## src/rtl/keypad_scanner_if.sv

```systemverilog
// Keypad matrix and key-report signals of the 4x4 keypad scanner.
// The scanner uses the master view; the keypad and control logic use the slave view.
interface keypad_scanner_if;
    logic [3:0] row;
    logic [3:0] col;
    logic [3:0] key_code;
    logic       key_valid;
    logic       key_held;

    modport master (
        input  row,
        output col,
        output key_code,
        output key_valid,
        output key_held
    );

    modport slave (
        output row,
        input  col,
        input  key_code,
        input  key_valid,
        input  key_held
    );
endinterface

```

## src/rtl/keypad_scanner.sv

```systemverilog
// 4x4 active-low matrix keypad scanner.
// Drives one column low at a time and reports debounced presses as {row,col} codes.
module keypad_scanner #(
    parameter int SCAN_DIVISOR   = 50000,
    parameter int DEBOUNCE_SCANS = 4
) (
    input  logic              clk,
    input  logic              rst_n,
    keypad_scanner_if.master  kp
);
    typedef enum logic [1:0] {IDLE, DEBOUNCE, PRESSED, RELEASE} state_t;

    localparam int unsigned DIV_W = $clog2(SCAN_DIVISOR);
    localparam int unsigned DC_W  = $clog2(DEBOUNCE_SCANS) + 1;
    localparam logic [DIV_W-1:0] DIV_LAST = DIV_W'(SCAN_DIVISOR - 1);
    localparam logic [DC_W-1:0]  DC_LAST  = DC_W'(DEBOUNCE_SCANS);
    localparam logic [DC_W-1:0]  DC_ONE   = DC_W'(1);

    logic [3:0]       r_row_s1, r_row_s2;
    logic [DIV_W-1:0] r_div;
    logic [3:0]       r_col;
    logic [1:0]       r_col_idx;
    logic [2:0][3:0]  r_samp;
    state_t           r_state, w_state_nxt;
    logic [DC_W-1:0]  r_dcnt, w_dcnt_nxt, w_dcnt_inc;
    logic [3:0]       r_cand, w_cand_nxt;
    logic [3:0]       r_code, w_code_nxt;
    logic             r_held, w_held_nxt;
    logic             r_valid, w_valid_nxt;

    logic             w_tick, w_scan_done;
    logic [15:0]      w_keys;
    logic [4:0]       w_nkeys;
    logic [3:0]       w_key;
    logic             w_none, w_single;

    assign w_tick      = (r_div == DIV_LAST);
    assign w_scan_done = w_tick && (r_col_idx == 2'd3);

    always_ff @(posedge clk or negedge rst_n) begin
        if (!rst_n) begin
            r_row_s1  <= '1;
            r_row_s2  <= '1;
            r_div     <= '0;
            r_col     <= 4'b1110;
            r_col_idx <= '0;
            r_samp    <= '0;
        end else begin
            r_row_s1 <= kp.row;
            r_row_s2 <= r_row_s1;
            r_div    <= w_tick ? '0 : r_div + 1'b1;
            if (w_tick) begin
                unique case (r_col_idx)
                    2'd0:    r_samp[0] <= ~r_row_s2;
                    2'd1:    r_samp[1] <= ~r_row_s2;
                    2'd2:    r_samp[2] <= ~r_row_s2;
                    default: ;
                endcase
                r_col     <= {r_col[2:0], r_col[3]};
                r_col_idx <= r_col_idx + 2'd1;
            end
        end
    end

    // Column 3 is never stored: it is taken live on the completing tick.
    always_comb begin
        w_keys  = '0;
        w_nkeys = '0;
        w_key   = '0;
        for (int unsigned r = 0; r < 4; r++) begin
            for (int unsigned c = 0; c < 3; c++) begin
                w_keys[r*4 + c] = r_samp[c][r];
            end
            w_keys[r*4 + 3] = ~r_row_s2[r];
        end
        for (int unsigned i = 0; i < 16; i++) begin
            if (w_keys[i]) begin
                w_nkeys = w_nkeys + 1'b1;
                w_key   = 4'(i);
            end
        end
    end

    assign w_none     = (w_nkeys == 5'd0);
    assign w_single   = (w_nkeys == 5'd1);
    assign w_dcnt_inc = r_dcnt + 1'b1;

    always_ff @(posedge clk or negedge rst_n) begin
        if (!rst_n) begin
            r_state <= IDLE;
            r_dcnt  <= '0;
            r_cand  <= '0;
            r_code  <= '0;
            r_held  <= 1'b0;
            r_valid <= 1'b0;
        end else begin
            r_state <= w_state_nxt;
            r_dcnt  <= w_dcnt_nxt;
            r_cand  <= w_cand_nxt;
            r_code  <= w_code_nxt;
            r_held  <= w_held_nxt;
            r_valid <= w_valid_nxt;
        end
    end

    always_comb begin
        w_state_nxt = r_state;
        w_dcnt_nxt  = r_dcnt;
        w_cand_nxt  = r_cand;
        w_code_nxt  = r_code;
        w_held_nxt  = r_held;
        w_valid_nxt = 1'b0;
        if (w_scan_done) begin
            unique case (r_state)
                IDLE: begin
                    if (w_single) begin
                        w_cand_nxt = w_key;
                        if (DEBOUNCE_SCANS == 1) begin
                            w_state_nxt = PRESSED;
                            w_dcnt_nxt  = '0;
                            w_code_nxt  = w_key;
                            w_held_nxt  = 1'b1;
                            w_valid_nxt = 1'b1;
                        end else begin
                            w_state_nxt = DEBOUNCE;
                            w_dcnt_nxt  = DC_ONE;
                        end
                    end
                end
                DEBOUNCE: begin
                    if (w_single && (w_key == r_cand)) begin
                        if (w_dcnt_inc == DC_LAST) begin
                            w_state_nxt = PRESSED;
                            w_dcnt_nxt  = '0;
                            w_code_nxt  = r_cand;
                            w_held_nxt  = 1'b1;
                            w_valid_nxt = 1'b1;
                        end else begin
                            w_dcnt_nxt = w_dcnt_inc;
                        end
                    end else begin
                        w_state_nxt = IDLE;
                        w_dcnt_nxt  = '0;
                    end
                end
                PRESSED: begin
                    if (w_none) begin
                        if (DEBOUNCE_SCANS == 1) begin
                            w_state_nxt = IDLE;
                            w_dcnt_nxt  = '0;
                            w_held_nxt  = 1'b0;
                        end else begin
                            w_state_nxt = RELEASE;
                            w_dcnt_nxt  = DC_ONE;
                        end
                    end
                end
                RELEASE: begin
                    if (w_none) begin
                        if (w_dcnt_inc == DC_LAST) begin
                            w_state_nxt = IDLE;
                            w_dcnt_nxt  = '0;
                            w_held_nxt  = 1'b0;
                        end else begin
                            w_dcnt_nxt = w_dcnt_inc;
                        end
                    end else begin
                        w_state_nxt = PRESSED;
                        w_dcnt_nxt  = '0;
                    end
                end
                default: ;
            endcase
        end
    end

    assign kp.col       = r_col;
    assign kp.key_code  = r_code;
    assign kp.key_valid = r_valid;
    assign kp.key_held  = r_held;
endmodule
```

## src/flat_wrapper.sv

```systemverilog
// flat-port wrapper written by rule: the top's interface ports become plain ports
module keypad_scanner_flat 
#(
    parameter int SCAN_DIVISOR   = 50000,
    parameter int DEBOUNCE_SCANS = 4
)
  (clk, rst_n, kp_row, kp_col, kp_key_code, kp_key_valid, kp_key_held);
  keypad_scanner_if kp_i ();
  input  logic clk;
  input  logic rst_n;
  input wire logic [$bits(kp_i.row)-1:0] kp_row;
  output wire logic [$bits(kp_i.col)-1:0] kp_col;
  output wire logic [$bits(kp_i.key_code)-1:0] kp_key_code;
  output wire logic [$bits(kp_i.key_valid)-1:0] kp_key_valid;
  output wire logic [$bits(kp_i.key_held)-1:0] kp_key_held;
  assign kp_i.row = kp_row;
  assign kp_col = kp_i.col;
  assign kp_key_code = kp_i.key_code;
  assign kp_key_valid = kp_i.key_valid;
  assign kp_key_held = kp_i.key_held;
  keypad_scanner #(.SCAN_DIVISOR(SCAN_DIVISOR), .DEBOUNCE_SCANS(DEBOUNCE_SCANS)) u_core (.clk(clk), .rst_n(rst_n), .kp(kp_i));
endmodule
```

## config.mk

```make
export PLATFORM = sky130hd
export DESIGN_NAME = keypad_scanner_flat
export DESIGN_NICKNAME = d
export VERILOG_FILES = /design/src/rtl/keypad_scanner_if.sv /design/src/rtl/keypad_scanner.sv /design/src/flat_wrapper.sv
export SDC_FILE = /design/constraint.sdc
export NUM_CORES = 1
export LEC_CHECK = 0
export CAP_MARGIN = 20
export CORE_UTILIZATION = 41
export DETAILED_ROUTE_END_ITERATION = 10
export SLEW_MARGIN = 25
export SYNTH_ARGS = -nofsm -noshare
export SYNTH_HDL_FRONTEND = slang
export SYNTH_SLANG_ARGS = --single-unit
```

## constraint.sdc

```tcl
create_clock -name clk -period 11 [get_ports clk]
set_input_delay 2.2 -clock clk [delete_from_list [all_inputs] [get_ports clk]]
set_output_delay 2.2 -clock clk [all_outputs]
set_load 0.01 [all_outputs]
```

Word level (Yosys, flattened, before mapping)
Index checks and enable logic that the tools add are counted.
Operators by class
  reduce and logical (&&, ||, !) cells: 14
  bitwise gates (word level): 1
  eq/ne operators: 18
  $add $sub $neg: 18
  multiplexer cells: 54
Operators by type and width (number)
  5-bit 2-to-1 mux: 15
  5-bit by 1-bit adder with 5-bit output, second input constant: 14
  4-bit 2-to-1 mux: 8
  3-bit 2-to-1 mux: 9
  16-bit by 1-bit adder with 16-bit output, second input constant: 1
  16-bit == test, second input constant: 1
  16-bit 2-to-1 mux: 1
  2-bit 2-to-1 mux: 8
  2-bit by 1-bit inequality test with 1-bit output, second input constant: 6
  3-bit one-hot mux with 4 select lines: 1
  1-bit 2-to-1 mux: 10
  2-bit == test, second input constant: 4
  2-bit one-hot mux with 4 select lines: 1
  3-bit inequality test, second input constant: 2
  2-bit AND reduction: 3
  3-bit AND reduction: 2
  6-bit AND reduction: 1
  5-bit by 1-bit == test with 1-bit output, second input constant: 1
  5-bit zero test: 1
  5-bit AND reduction: 1
  2-bit by 1-bit == test with 1-bit output, second input constant: 2
  4-bit == test: 1
  2-bit zero test: 2
  4-bit NOT: 1
  8 further kinds: 9
Storage, ports and cells
  output and inout bits: 10
  register bits after elaboration: 57
  word-level logic and storage cells: 119
  input port bits: 6

Logic depth before layout (Yosys ltp)
Gate-level depths: netlist of run 1.
  depth after elaboration: 36
  depth in mapped cells: 49
  depth with buffers taken out: 48

Worst setup path before layout of run 1
OpenSTA, ideal clock, no wires.
  path kind: reg-to-reg
  start point: register u_core.r_samp[4] (netlist bit)
  end point: register u_core.r_code[0] (netlist: u_core.kp.key_code[0])
  clock period less this slack: 9502 ps
  setup time: 125 ps
  slack: 1498 ps
  stages on the path, launching flop included: 50
  arrival time: 9377 ps
  required time: 10875 ps
  buffers on the path: 1
  cell sequence: dfrtp_1 inv_1 ha_1 xor2_4 ha_1 nand2b_1 nand2_1 ha_1 mux2_2 ha_1 nand2_1 nand3_1 ha_1 nor2b_1 a31o_2 inv_1 ha_1 nor2_1 (+14 left out) nor2b_1 a21o_1 ha_1 a221o_1 ha_1 mux2i_1 inv_1 ha_1 nand2_1 o21ai_0 ha_1 xnor2_1 o31ai_1 nor2b_1 nand3_2 or2_1 buf_6 mux2_4
On the way
  word-level cells in the longest chain between the ends: 32
  elaborated cells on any way between the ends: 48
  classes of those cells: add/sub: 14; eq/ne: 2; mux: 30; reduce/logical: 2
Ends and longest elaborated chain
  start, declared: line keypad_scanner.sv:23  | logic [2:0][3:0] r_samp;
  5-bit 2-to-1 mux: line keypad_scanner.sv:77  | if (w_keys[i]) begin
  5-bit by 1-bit adder with 5-bit output: line keypad_scanner.sv:78  | w_nkeys = w_nkeys + 1'b1;
  5-bit 2-to-1 mux: line keypad_scanner.sv:77
  5-bit by 1-bit adder with 5-bit output: line keypad_scanner.sv:78
  5-bit 2-to-1 mux: line keypad_scanner.sv:77
  5-bit by 1-bit adder with 5-bit output: line keypad_scanner.sv:78
  5-bit 2-to-1 mux: line keypad_scanner.sv:77
  5-bit by 1-bit adder with 5-bit output: line keypad_scanner.sv:78
  (+16 left out)
  5-bit 2-to-1 mux: line keypad_scanner.sv:77
  5-bit by 1-bit adder with 5-bit output: line keypad_scanner.sv:78
  5-bit 2-to-1 mux: line keypad_scanner.sv:77
  5-bit by 1-bit adder with 5-bit output: line keypad_scanner.sv:78
  5-bit 2-to-1 mux: line keypad_scanner.sv:77
  5-bit by 1-bit == test with 1-bit output: line keypad_scanner.sv:85  | assign w_single = (w_nkeys == 5'd1);
  1-bit logical AND (*): line keypad_scanner.sv:131  | if (w_single && (w_key == r_cand)) begin
  4-bit AND reduction (no source line) (*)
  end signal, assigned: line keypad_scanner.sv:100  | r_code <= w_code_nxt;
  end, declared: line keypad_scanner.sv:27  | logic [3:0] r_code, w_code_nxt;
Every way passes the cells marked *; elsewhere a longest branch is shown, timed or not.
A chain may end at the register's enable or synchronous reset.

Final worst setup path of run 1
  start point: register u_core.r_samp[4] (netlist bit)
  end point: register u_core.r_code[1] (netlist: u_core.kp.key_code[1])
The elaborated chain is that of the path after synthesis.

==> impl_metrics.csv, run 1 <==
group,metric,value,unit
pwr,pwr-share-seq,46.5,%
synth,synth-edff-count,0,
sta,setup_viol,0,
sta,worstMarginPinSlew,0.7166,ns
floorplan,core_area,9774,um2
min_path,holdCritPathClass,"register to register",
critical_path,slowest_stage,"ha_1",
pwr,clkPwrFrac,44.7,%
pwr,fin_total_pwr,0.0004629,W
pwr,p_sw_share,23.77,%
critical_path,critPathMaxFanout,6,
critical_path,slowest_delay,0.42,ns
synth,synthCells,440,
drt,wire_per_inst,12.53,um
grt,antenna_found_initial,0,
synth,yosysWarningCount,0,
floorplan,start_util,42.49,%
sta,relSlewSlack,52.23,%
clock_network,clock_sinks,57,
sta,max_freq,98.84,MHz
grt,met3_usage,2.847,%
final_layout,diodes,0,
floorplan,fp.dieW,102.6,um
pwr,ir_worst_vdd,81.10,uV
pwr,p_int,0.0003529,W
synth,yosysTopAreaCell,"dfrtp_1",
final_layout,nets,480,
sta,fin_crit,10.12,ns
critical_path,crit_arrival,10.34,ns
critical_path,r2r_setup_slack,0.88,ns
clock_network,cts_buffers,9,
synth,synth_flop_cell,"dfrtp_1",
sta,final-max-slew-violation-count,0,
synth,synth_area_leaders,"dfrtp_1 (28%), dfstp_2 (7.0%), xnor2_1 (6.7%)",
synth,async_reset_ff_share,100.0,%
drt,avgViaCountPerCell,4.980,
sta,finalCritPeriodShare,91.98,%
sta,hold_viol,0,
pwr,leakagePower,2.013,nW
drt,routed_wl,7393,um
placed_design,dp_hpwl,5551,um
grt,overflow,0,
final_layout,layout_common_cells,"nand2_1 (53), dfrtp_1 (46), xnor2_1 (32), nor2_1 (30), o21ai_0 (25)",
drt,drtAntennaViolNets,0,
clock_network,htree_levels,3,
placed_design,portBuffers,15,
critical_path,crit_type,"register to register",
drt,drtIter0Drc,104,
grt,grt_use_met2,25.38,%
sta,finalSetupTns,0,ns
drt,via_count,2938,
synth,synth_area_per_cell,9.438,um2
clock_network,cts_tree,"done",
pwr,p_sw,0.0001100,W
synth,synthesis.area,4153,um2
floorplan,die_h,102.6,um
grt,grt_usage,16.17,%
placed_design,gp_congestion,0.7616,
synth,synth_seq_area_share,34.68,%
critical_path,crit_path_end_kind,"register",
final_layout,n_fill_cell,941,
synth,synth.distinct_cells,70,
clock_network,clock_latency,0.34,ns
drt,drc_errors,0,
critical_path,cpMostUsedCell,"ha_1",
floorplan,std_cell_rows,36,
final_layout,area_delta_synth_final,11.48,%
status,status,"complete, no violations",
floorplan,die_area,10540,um2
pwr,p_comb_share,8.9,%
flow_run,maxCapViolations,0,
final_layout,drive_above_1_share,14.22,%
grt,busiest_layer,"met2",
floorplan,pin_count,16,
grt,met1_usage,22.61,%
synth,mappedNetlistNets,468,
sta,worst_clock_skew,0.007890,ns
critical_path,startpoint_type,"register",
grt,grt_max_degree,58,
grt,grt_pass1_vias,2871,
clock_network,clockBufferDepth,2,
final_layout,final_common_cell,"nand2_1",
drt,dr.pass1.iters,4,
sta,rsz0062_at_grt,"no",
clock_network,cts-root-buf,"clkbuf_8",
grt,grt_pass1_wl,13320,um
critical_path,cp.required,11.22,ns
synth,yosys_register_bits,57,
synth,synth_top_area_share,27.72,%
clock_network,clk_pin_slew_worst_paths,0.07,ns
pwr,p_per_area,100.0,nW/um2
## cells in the mapped netlist, types with 6 or more instances
library cell,n
mux2_2,7
nor2_1,30
nor3_1,9
nand2_1,53
xnor2_1,32
xor2_1,22
clkbuf_1,11
mux2i_1,6
and3_1,6
dfstp_2,11
inv_1,18
ha_1,22
o21ai_0,26
nor2b_1,9
nand2b_1,13
nand3_1,16
dfrtp_1,46
a21oi_1,13
## layout make-up
cell class / count / area, um2 / area share (%)
Sequential cell: 57 / 1440 / 31.11
Timing Repair Buffer: 18 / 167.7 / 3.622
Clock inverter: 4 / 50.05 / 1.081
Multi-Input combinational cell: 348 / 2572 / 55.57
Clock buffer: 12 / 165.2 / 3.568
Tap cell: 133 / 166.4 / 3.595
Inverter: 18 / 67.56 / 1.459
## state kept, by name, indices dropped and copies added, names as in the netlist
name                 cells
u_core.r_cand            4
u_core.r_row_s2          4
u_core.r_samp           12
u_core.r_row_s1          4
u_core.r_div            16
u_core.kp.key_valid      1
u_core.r_state           2
u_core.kp.key_code       4
u_core.r_col_idx         2
u_core.kp.col            4
u_core.kp.key_held       1
u_core.r_dcnt            3
## power by group through the flow
stage / Combinational, W / Clock, W / Sequential [W]
after global placement: 0.0000388 / 0 / 0.000219
after detailed placement: 0.0000394 / 0 / 0.000219
after global routing: 0.0000475 / 0.000220 / 0.000215
final: 0.0000410 / 0.000207 / 0.000215
after floorplan: 0.0000295 / 0 / 0.000217
after CTS: 0.0000397 / 0.000212 / 0.000215
## repair_timing
| item | 4_1_cts | 5_1_grt |
|---|---|---|
| gates resized for setup | 0 | 3 |
| hold buffers | 0 | 0 |
| setup buffers | 0 | 1 |
| endpoints found under the setup margin | 0 | 4 |
## cells by family after synthesis
group / Yosys count / share of synthesized area, %
and+or+nand+nor: 164 / 19.77
AOI/OAI and AO/OA: 79 / 12.96
xor gates and xnor gates: 66 / 17.63
DFF: 57 / 34.68
buffers and inverters: 35 / 3.585
adders and majority gates: 22 / 6.628
muxes: 17 / 4.760
## worst max-delay path: cells and delay by family (launching register included)
family	cells	cell delay, ns
AOI/OAI and AO/OA	11	2.01
DFF	1	0.40
buffers and inverters	4	0.25
xor gates and xnor gates	2	0.45
adders and majority gates	14	4.06
and+or+nand+nor	14	2.07
muxes	3	0.78
## per-stage QoR
| step | utilization, % | hold WS [ns] | std cells | setup slack (ns) | cell area [um2] |
|---|---|---|---|---|---|
| 2_1_floorplan | - | 0.3452 | 440 | 1.498 | 4153 |
| 5_1_grt | 47.36 | 0.3601 | 590 | 0.07749 | 4629 |
| 3_3_place_gp | 44.99 | 0.3473 | 573 | 0.7889 | 4398 |
| 3_5_place_dp | 44.99 | 0.3468 | 573 | 0.6244 | 4398 |
| 6_report | 47.36 | 0.3556 | 590 | 0.8822 | 4629 |
| 4_1_cts | 47.20 | 0.3560 | 589 | 0.5906 | 4613 |
## metal layers
metal | vias to the layer above | wire (um) | share of wire (%)
li1 | 1546 | - | -
met5 | - | 0 | 0
met2 | 24 | 3345 | 45
met1 | 1359 | 3793 | 51
met4 | 0 | 87 | 1.2
met3 | 9 | 166 | 2.2
## worst paths after layout
path,cells after the start,from,endpoint
setup reg to reg,48,u_core.r_samp[4]$_DFFE_PN0P_,u_core.kp.key_code[1]$_DFFE_PN0P_
max in group asynchronous,2,rst_n,u_core.r_div[10]$_DFF_PN0_
setup / recovery,48,u_core.r_samp[4]$_DFFE_PN0P_,u_core.kp.key_code[1]$_DFFE_PN0P_
min in group asynchronous,2,rst_n,u_core.kp.key_code[3]$_DFFE_PN0P_
hold / removal,0,u_core.r_row_s1[3]$_DFF_PN1_,u_core.r_row_s2[3]$_DFF_PN1_
hold reg to reg,0,u_core.r_row_s1[3]$_DFF_PN1_,u_core.r_row_s2[3]$_DFF_PN1_
(Power assumes the default switching activity.)
==> inputs of run 2 (changes only) <==
--- a/config.mk
+++ b/config.mk
@@ -6,8 +6,9 @@
 export NUM_CORES = 1
 export LEC_CHECK = 0
 export CAP_MARGIN = 20
-export CORE_UTILIZATION = 41
+export CORE_UTILIZATION = 50
 export DETAILED_ROUTE_END_ITERATION = 10
+export PLACE_DENSITY = 0.67
 export SLEW_MARGIN = 25
 export SYNTH_ARGS = -nofsm -noshare
 export SYNTH_HDL_FRONTEND = slang
==> impl_metrics.csv, run 2 (synthesized netlist as in run 1, its figures left out) <==
group,metric,value,unit
sta,final-max-slew-violation-count,0,
placed_design,pre_cts_ws,0.5341,ns
final_layout,multi_input_area,2574,um2
sta,worst_clock_skew,0.007987,ns
grt,overflow,0,
clock_network,cts-root-buf,"clkbuf_8",
floorplan,die_area,8674,um2
sta,hold_viol,0,
sta,setup_viol,0,
final_layout,diodes,0,
critical_path,crit_type,"register to register",
final_layout,reg_top3,"u_core.r_div: 16 flops, u_core.r_samp: 12 flops",
status,status,"complete, no violations",
pwr,p_sw,0.0001068,W
sta,relSlewSlack,53.01,%
pwr,p_per_area,91.77,nW/um2
critical_path,cp.required,11.21,ns
grt,grt_usage,19.08,%
final_layout,final_common_cell,"nand2_1",
placed_design,dp_hpwl,5642,um
pwr,leakagePower,2.003,nW
critical_path,crit_arrival,10.46,ns
drt,drc_errors,0,
grt,met3_usage,2.764,%
grt,met1_usage,25.62,%
critical_path,startpoint_type,"register",
placed_design,gp_congestion,0.7627,
clock_network,cts_tree,"done",
final_layout,final_cell_count_no_fill,560,
final_layout,n_fill_cell,691,
final_layout,ff_latch_area,1440,um2
drt,drtAntennaViolNets,0,
drt,wire_per_inst,13.51,um
sta,worstMarginPinSlew,0.7049,ns
clock_network,htree_levels,3,
critical_path,crit_path_end_kind,"register",
pwr,ir_worst_vdd,113.1,uV
floorplan,pin_count,16,
grt,antenna_found_initial,0,
floorplan,start_util,52.65,%
final_layout,area_delta_synth_final,9.461,%
final_layout,layout_common_cells,"nand2_1 (53), dfrtp_1 (46), xnor2_1 (32), nor2_1 (30), o21ai_0 (25)",
pwr,p_int,0.0003104,W
sta,max_freq,97.59,MHz
floorplan,die_h,93.14,um
clock_network,clock_latency,0.33,ns
grt,busiest_layer,"met2",
grt,grt_use_met2,31.37,%
drt,avgViaCountPerCell,5.434,
pwr,clkPwrFrac,38.0,%
critical_path,slowest_stage,"ha_1",
final_layout,nets,481,
critical_path,slowest_delay,0.43,ns
drt,dr.pass1.iters,4,
min_path,min-delay-start,"u_core.r_row_s1[1]$_DFF_PN1_",
flow_run,maxCapViolations,0,
pwr,pwr-share-seq,51.6,%
grt,grt_pass1_wl,13170,um
floorplan,fp.dieW,93.14,um
floorplan,core_area,7888,um2
sta,setup_ws,0.7529,ns
min_path,holdCritPathClass,"register to register",
drt,via_count,3043,
critical_path,critPathMaxFanout,6,
final_layout,largest_reg_flops,16,
pwr,p_comb_share,10.4,%
grt,grt_max_degree,58,
floorplan,std_cell_rows,32,
drt,drtIter0Drc,101,
placed_design,placed_cells,542,
final_layout,drive_above_1_share,14.63,%
placed_design,portBuffers,15,
drt,routed_wl,7563,um
pwr,fin_total_pwr,0.0004172,W
sta,finalCritPeriodShare,93.16,%
final_layout,regMostFlops,"u_core.r_div",
critical_path,critPathLaunch,"u_core.r_samp[4]$_DFFE_PN0P_",
clock_network,clk_pin_slew_worst_paths,0.06,ns
clock_network,cts_buffers,9,
grt,grt_pass1_vias,2938,
pwr,p_sw_share,25.60,%
critical_path,cpMostUsedCell,"ha_1",
critical_path,rr_startpoint,"u_core.r_samp[4]$_DFFE_PN0P_",
clock_network,clock_sinks,57,
sta,fin_crit,10.25,ns
clock_network,clockBufferDepth,2,
## run 2: cell count changes in the layout (fill, tap and decap cells not counted), sizes merged
cell	previous run	this run
buf	4	5
bufinv	1	0
clkbuf	12	9
clkinv	1	6
clkinvlp	2	1
## run 2: final cells by class
cell class | instances | share of cell area [%]
multi-input cells | 348 | 56.62
flip-flops and latches | 57 | 31.68
repair buffers | 19 | 3.854
well taps | 102 | 2.808
clock buffers | 9 | 2.725
inverters | 18 | 1.486
clock inverters | 7 | 0.8258
## run 2: metrics by stage
stage | setup TNS [ns] | utilization [%] | cell area, um2 | hold WS [ns]
after floorplan | 0 | - | 4153 | 0.3452
after CTS | 0 | 57.31 | 4521 | 0.3580
final | 0 | 57.63 | 4546 | 0.3561
after global placement | 0 | 55.27 | 4359 | 0.3459
after detailed placement | 0 | 55.27 | 4359 | 0.3491
after global routing | -0.09569 | 57.63 | 4546 | 0.3610
## run 2: path summary, 6_finish.rpt
| check | to | slack, ns | cells after the start |
|---|---|---|---|
| max in group asynchronous | u_core.r_dcnt[1]$_DFFE_PN0P_ | 8.53 | 2 |
| min in group asynchronous | u_core.kp.col[0]$_DFFE_PN0N_ | 1.99 | 2 |
| max | u_core.kp.key_code[1]$_DFFE_PN0P_ | 0.75 | 48 |
| min reg2reg | u_core.r_row_s2[1]$_DFF_PN1_ | 0.36 | 0 |
| min | u_core.r_row_s2[1]$_DFF_PN1_ | 0.36 | 0 |
| max reg2reg | u_core.kp.key_code[1]$_DFFE_PN0P_ | 0.75 | 48 |
## run 2: what timing repair did
| action | 4_1_cts | 5_1_grt |
|---|---|---|
| gates resized for setup | 0 | 4 |
| hold buffers | 0 | 0 |
| setup endpoints to repair | 0 | 9 |
| setup buffers | 0 | 2 |
## run 2: power by group through the flow
stage	registers (W)	clock network (W)	logic (W)
floorplan	0.000217	0	0.0000295
finish	0.000215	0.000158	0.0000434
global route	0.000216	0.000172	0.0000493
detailed placement	0.000219	0	0.0000404
CTS	0.000215	0.000166	0.0000407
global placement	0.000219	0	0.0000387
## run 2: critical path, delay by kind of cell (launching register included)
family / cells / cell delay (ns)
DFF: 1 / 0.38
adders and majority gates: 14 / 4.12
xor gates and xnor gates: 2 / 0.44
muxes: 3 / 0.78
and+or+nand+nor: 14 / 2.00
buffers and inverters: 4 / 0.26
AOI/OAI and AO/OA: 11 / 2.12
## run 2: metal layers
layer | share of wire [%] | wire length (um)
met4 | 1.2 | 87
met3 | 2.5 | 186
met2 | 48 | 3593
met5 | 0 | 0
met1 | 49 | 3695
==> inputs of run 3 (changes only) <==
--- a/config.mk
+++ b/config.mk
@@ -6,6 +6,7 @@
 export NUM_CORES = 1
 export LEC_CHECK = 0
 export CAP_MARGIN = 20
+export CORE_ASPECT_RATIO = 0.5
 export CORE_UTILIZATION = 50
 export DETAILED_ROUTE_END_ITERATION = 10
 export PLACE_DENSITY = 0.67
==> impl_metrics.csv, run 3 (synthesized netlist as in run 1, its figures left out) <==
group,metric,value,unit
flow_run,maxCapViolations,0,
final_layout,layout_common_cells,"nand2_1 (53), dfrtp_1 (46), xnor2_1 (32), nor2_1 (30), o21ai_0 (25)",
sta,setup_ws,0.9331,ns
grt,grt_usage,19.88,%
pwr,clkPwrFrac,52.3,%
final_layout,largest_reg_flops,16,
drt,via_count,3006,
drt,wire_per_inst,13.37,um
status,status,"complete, no violations",
critical_path,crit_arrival,10.27,ns
sta,worst_clock_skew,0.003942,ns
clock_network,clock_sinks,57,
critical_path,critPathMaxFanout,6,
clock_network,htree_levels,3,
drt,dr.pass1.iters,4,
critical_path,slowest_stage,"ha_2",
floorplan,core_area,8029,um2
clock_network,clk_pin_slew_worst_paths,0.05,ns
final_layout,nets,480,
floorplan,pin_count,16,
grt,antenna_found_initial,0,
clock_network,cts_buffers,9,
sta,relSlewSlack,52.76,%
sta,max_freq,99.34,MHz
critical_path,critPathLaunch,"u_core.r_samp[4]$_DFFE_PN0P_",
placed_design,dp_hpwl,5453,um
pwr,p_sw,0.0001151,W
placed_design,portBuffers,15,
sta,finalCritPeriodShare,91.52,%
placed_design,gp_congestion,0.8245,
critical_path,cpMostUsedCell,"ha_1",
sta,final-max-slew-violation-count,0,
critical_path,crit_type,"register to register",
pwr,p_comb_share,7.7,%
pwr,ir_worst_vdd,86.62,uV
min_path,holdCritPathClass,"register to register",
drt,drtAntennaViolNets,0,
grt,grt_pass1_vias,2885,
drt,avgViaCountPerCell,5.283,
pwr,p_sw_share,21.35,%
clock_network,cts_tree,"done",
critical_path,rr_startpoint,"u_core.r_samp[4]$_DFFE_PN0P_",
floorplan,die_h,66.44,um
pwr,pwr-share-seq,40.0,%
sta,fin_crit,10.07,ns
final_layout,diodes,0,
critical_path,startpoint_type,"register",
sta,finalSetupTns,0,ns
grt,grt_max_degree,58,
pwr,p_per_area,114.6,nW/um2
clock_network,clock_latency,0.32,ns
drt,routed_wl,7606,um
floorplan,std_cell_rows,23,
grt,grt_pass1_wl,13320,um
final_layout,area_delta_synth_final,13.23,%
sta,setup_viol,0,
critical_path,cp.required,11.20,ns
pwr,p_int,0.0004239,W
critical_path,crit_path_end_kind,"register",
floorplan,fp.dieW,130.9,um
critical_path,slowest_delay,0.41,ns
sta,hold_viol,0,
final_layout,final_common_cell,"nand2_1",
min_path,min-delay-start,"u_core.r_row_s1[0]$_DFF_PN1_",
floorplan,die_area,8696,um2
final_layout,drive_above_1_share,14.22,%
drt,drtIter0Drc,125,
sta,worstMarginPinSlew,0.7086,ns
placed_design,pre_cts_ws,0.6670,ns
final_layout,regMostFlops,"u_core.r_div",
pwr,leakagePower,2.062,nW
final_layout,reg_top3,"u_core.r_div: 16 flops, u_core.r_samp: 12 flops",
grt,overflow,0,
sta,rsz0062_at_grt,"no",
floorplan,start_util,51.72,%
clock_network,cts-root-buf,"clkbuf_16",
clock_network,clockBufferDepth,2,
drt,drc_errors,0,
## run 3: cell count changes in the layout (fill, tap and decap cells not counted), sizes merged
cell	previous run	this run
bufinv	0	1
clkbuf	9	14
clkinvlp	1	0
clkinv	6	1
buf	5	4
## run 3: per-layer routing
layer / track usage [%] / part of all wire (%) / vias up
li1: - / - / 1548
met1: 27.38 / 53 / 1428
met2: 32.01 / 45 / 22
met3: 3.883 / 1.6 / 8
met4: 5.172 / 0.76 / 0
met5: 0 / 0 / -
## run 3: power by group through the flow
| stage | Sequential, W | Combinational [W] | Clock (W) |
|---|---|---|---|
| 6_report | 0.000216 | 0.0000414 | 0.000282 |
| 5_1_grt | 0.000216 | 0.0000475 | 0.000298 |
| 4_1_cts | 0.000216 | 0.0000399 | 0.000288 |
| 3_5_place_dp | 0.000219 | 0.0000396 | 0 |
| 3_3_place_gp | 0.000219 | 0.0000392 | 0 |
| 2_1_floorplan | 0.000217 | 0.0000295 | 0 |
## run 3: repair_timing
item,CTS,global route
setup buffers,0,1
endpoints found under the hold margin,0,0
setup endpoints to repair,0,12
gates resized for setup,0,5
hold buffers,0,0
## run 3: path summary, 6_finish.rpt
check                      slack, ns                                end  cells after the start
min                             0.35       u_core.r_row_s2[0]$_DFF_PN1_                      0
max in group asynchronous       8.51      u_core.r_samp[11]$_DFFE_PN0P_                      2
max                             0.93  u_core.kp.key_code[3]$_DFFE_PN0P_                     48
min in group asynchronous       2.02  u_core.kp.key_code[0]$_DFFE_PN0P_                      2
max reg2reg                     0.93  u_core.kp.key_code[3]$_DFFE_PN0P_                     48
min reg2reg                     0.35       u_core.r_row_s2[0]$_DFF_PN1_                      0
## run 3: cell type report
cell class	instances	area, um2
inverter	18	67.56
multi-input combinational	348	2577
clock buffer	14	274.0
timing repair buffer	18	167.7
tap	112	140.1
clock inverter	2	35.03
sequential	57	1440
fill	710	3327
## run 3: through the flow
| stage | total power (W) | util [%] | std cells | hold slack [ns] | instance area [um2] |
|---|---|---|---|---|---|
| 2_1_floorplan | 0.0002466 | - | 440 | 0.3452 | 4153 |
| 3_3_place_gp | 0.0002581 | 54.45 | 552 | 0.3454 | 4372 |
| 5_1_grt | 0.0005616 | 58.56 | 569 | 0.3572 | 4702 |
| 4_1_cts | 0.0005432 | 58.30 | 568 | 0.3537 | 4681 |
| 3_5_place_dp | 0.0002584 | 54.45 | 552 | 0.3469 | 4372 |
| 6_report | 0.0005389 | 58.56 | 569 | 0.3544 | 4702 |
## run 3: critical path: cells and delay by family, from the launching register on
kind                     cells  cell delay, ns
flip-flops                   1            0.38
XOR/XNOR                     2            0.41
buffers and inverters        4            0.24
AO/OA/AOI/OAI               11            2.03
multiplexers                 3            0.77
AND/OR/NAND/NOR             14            2.06
adder cells (fa/ha/maj)     14            4.04
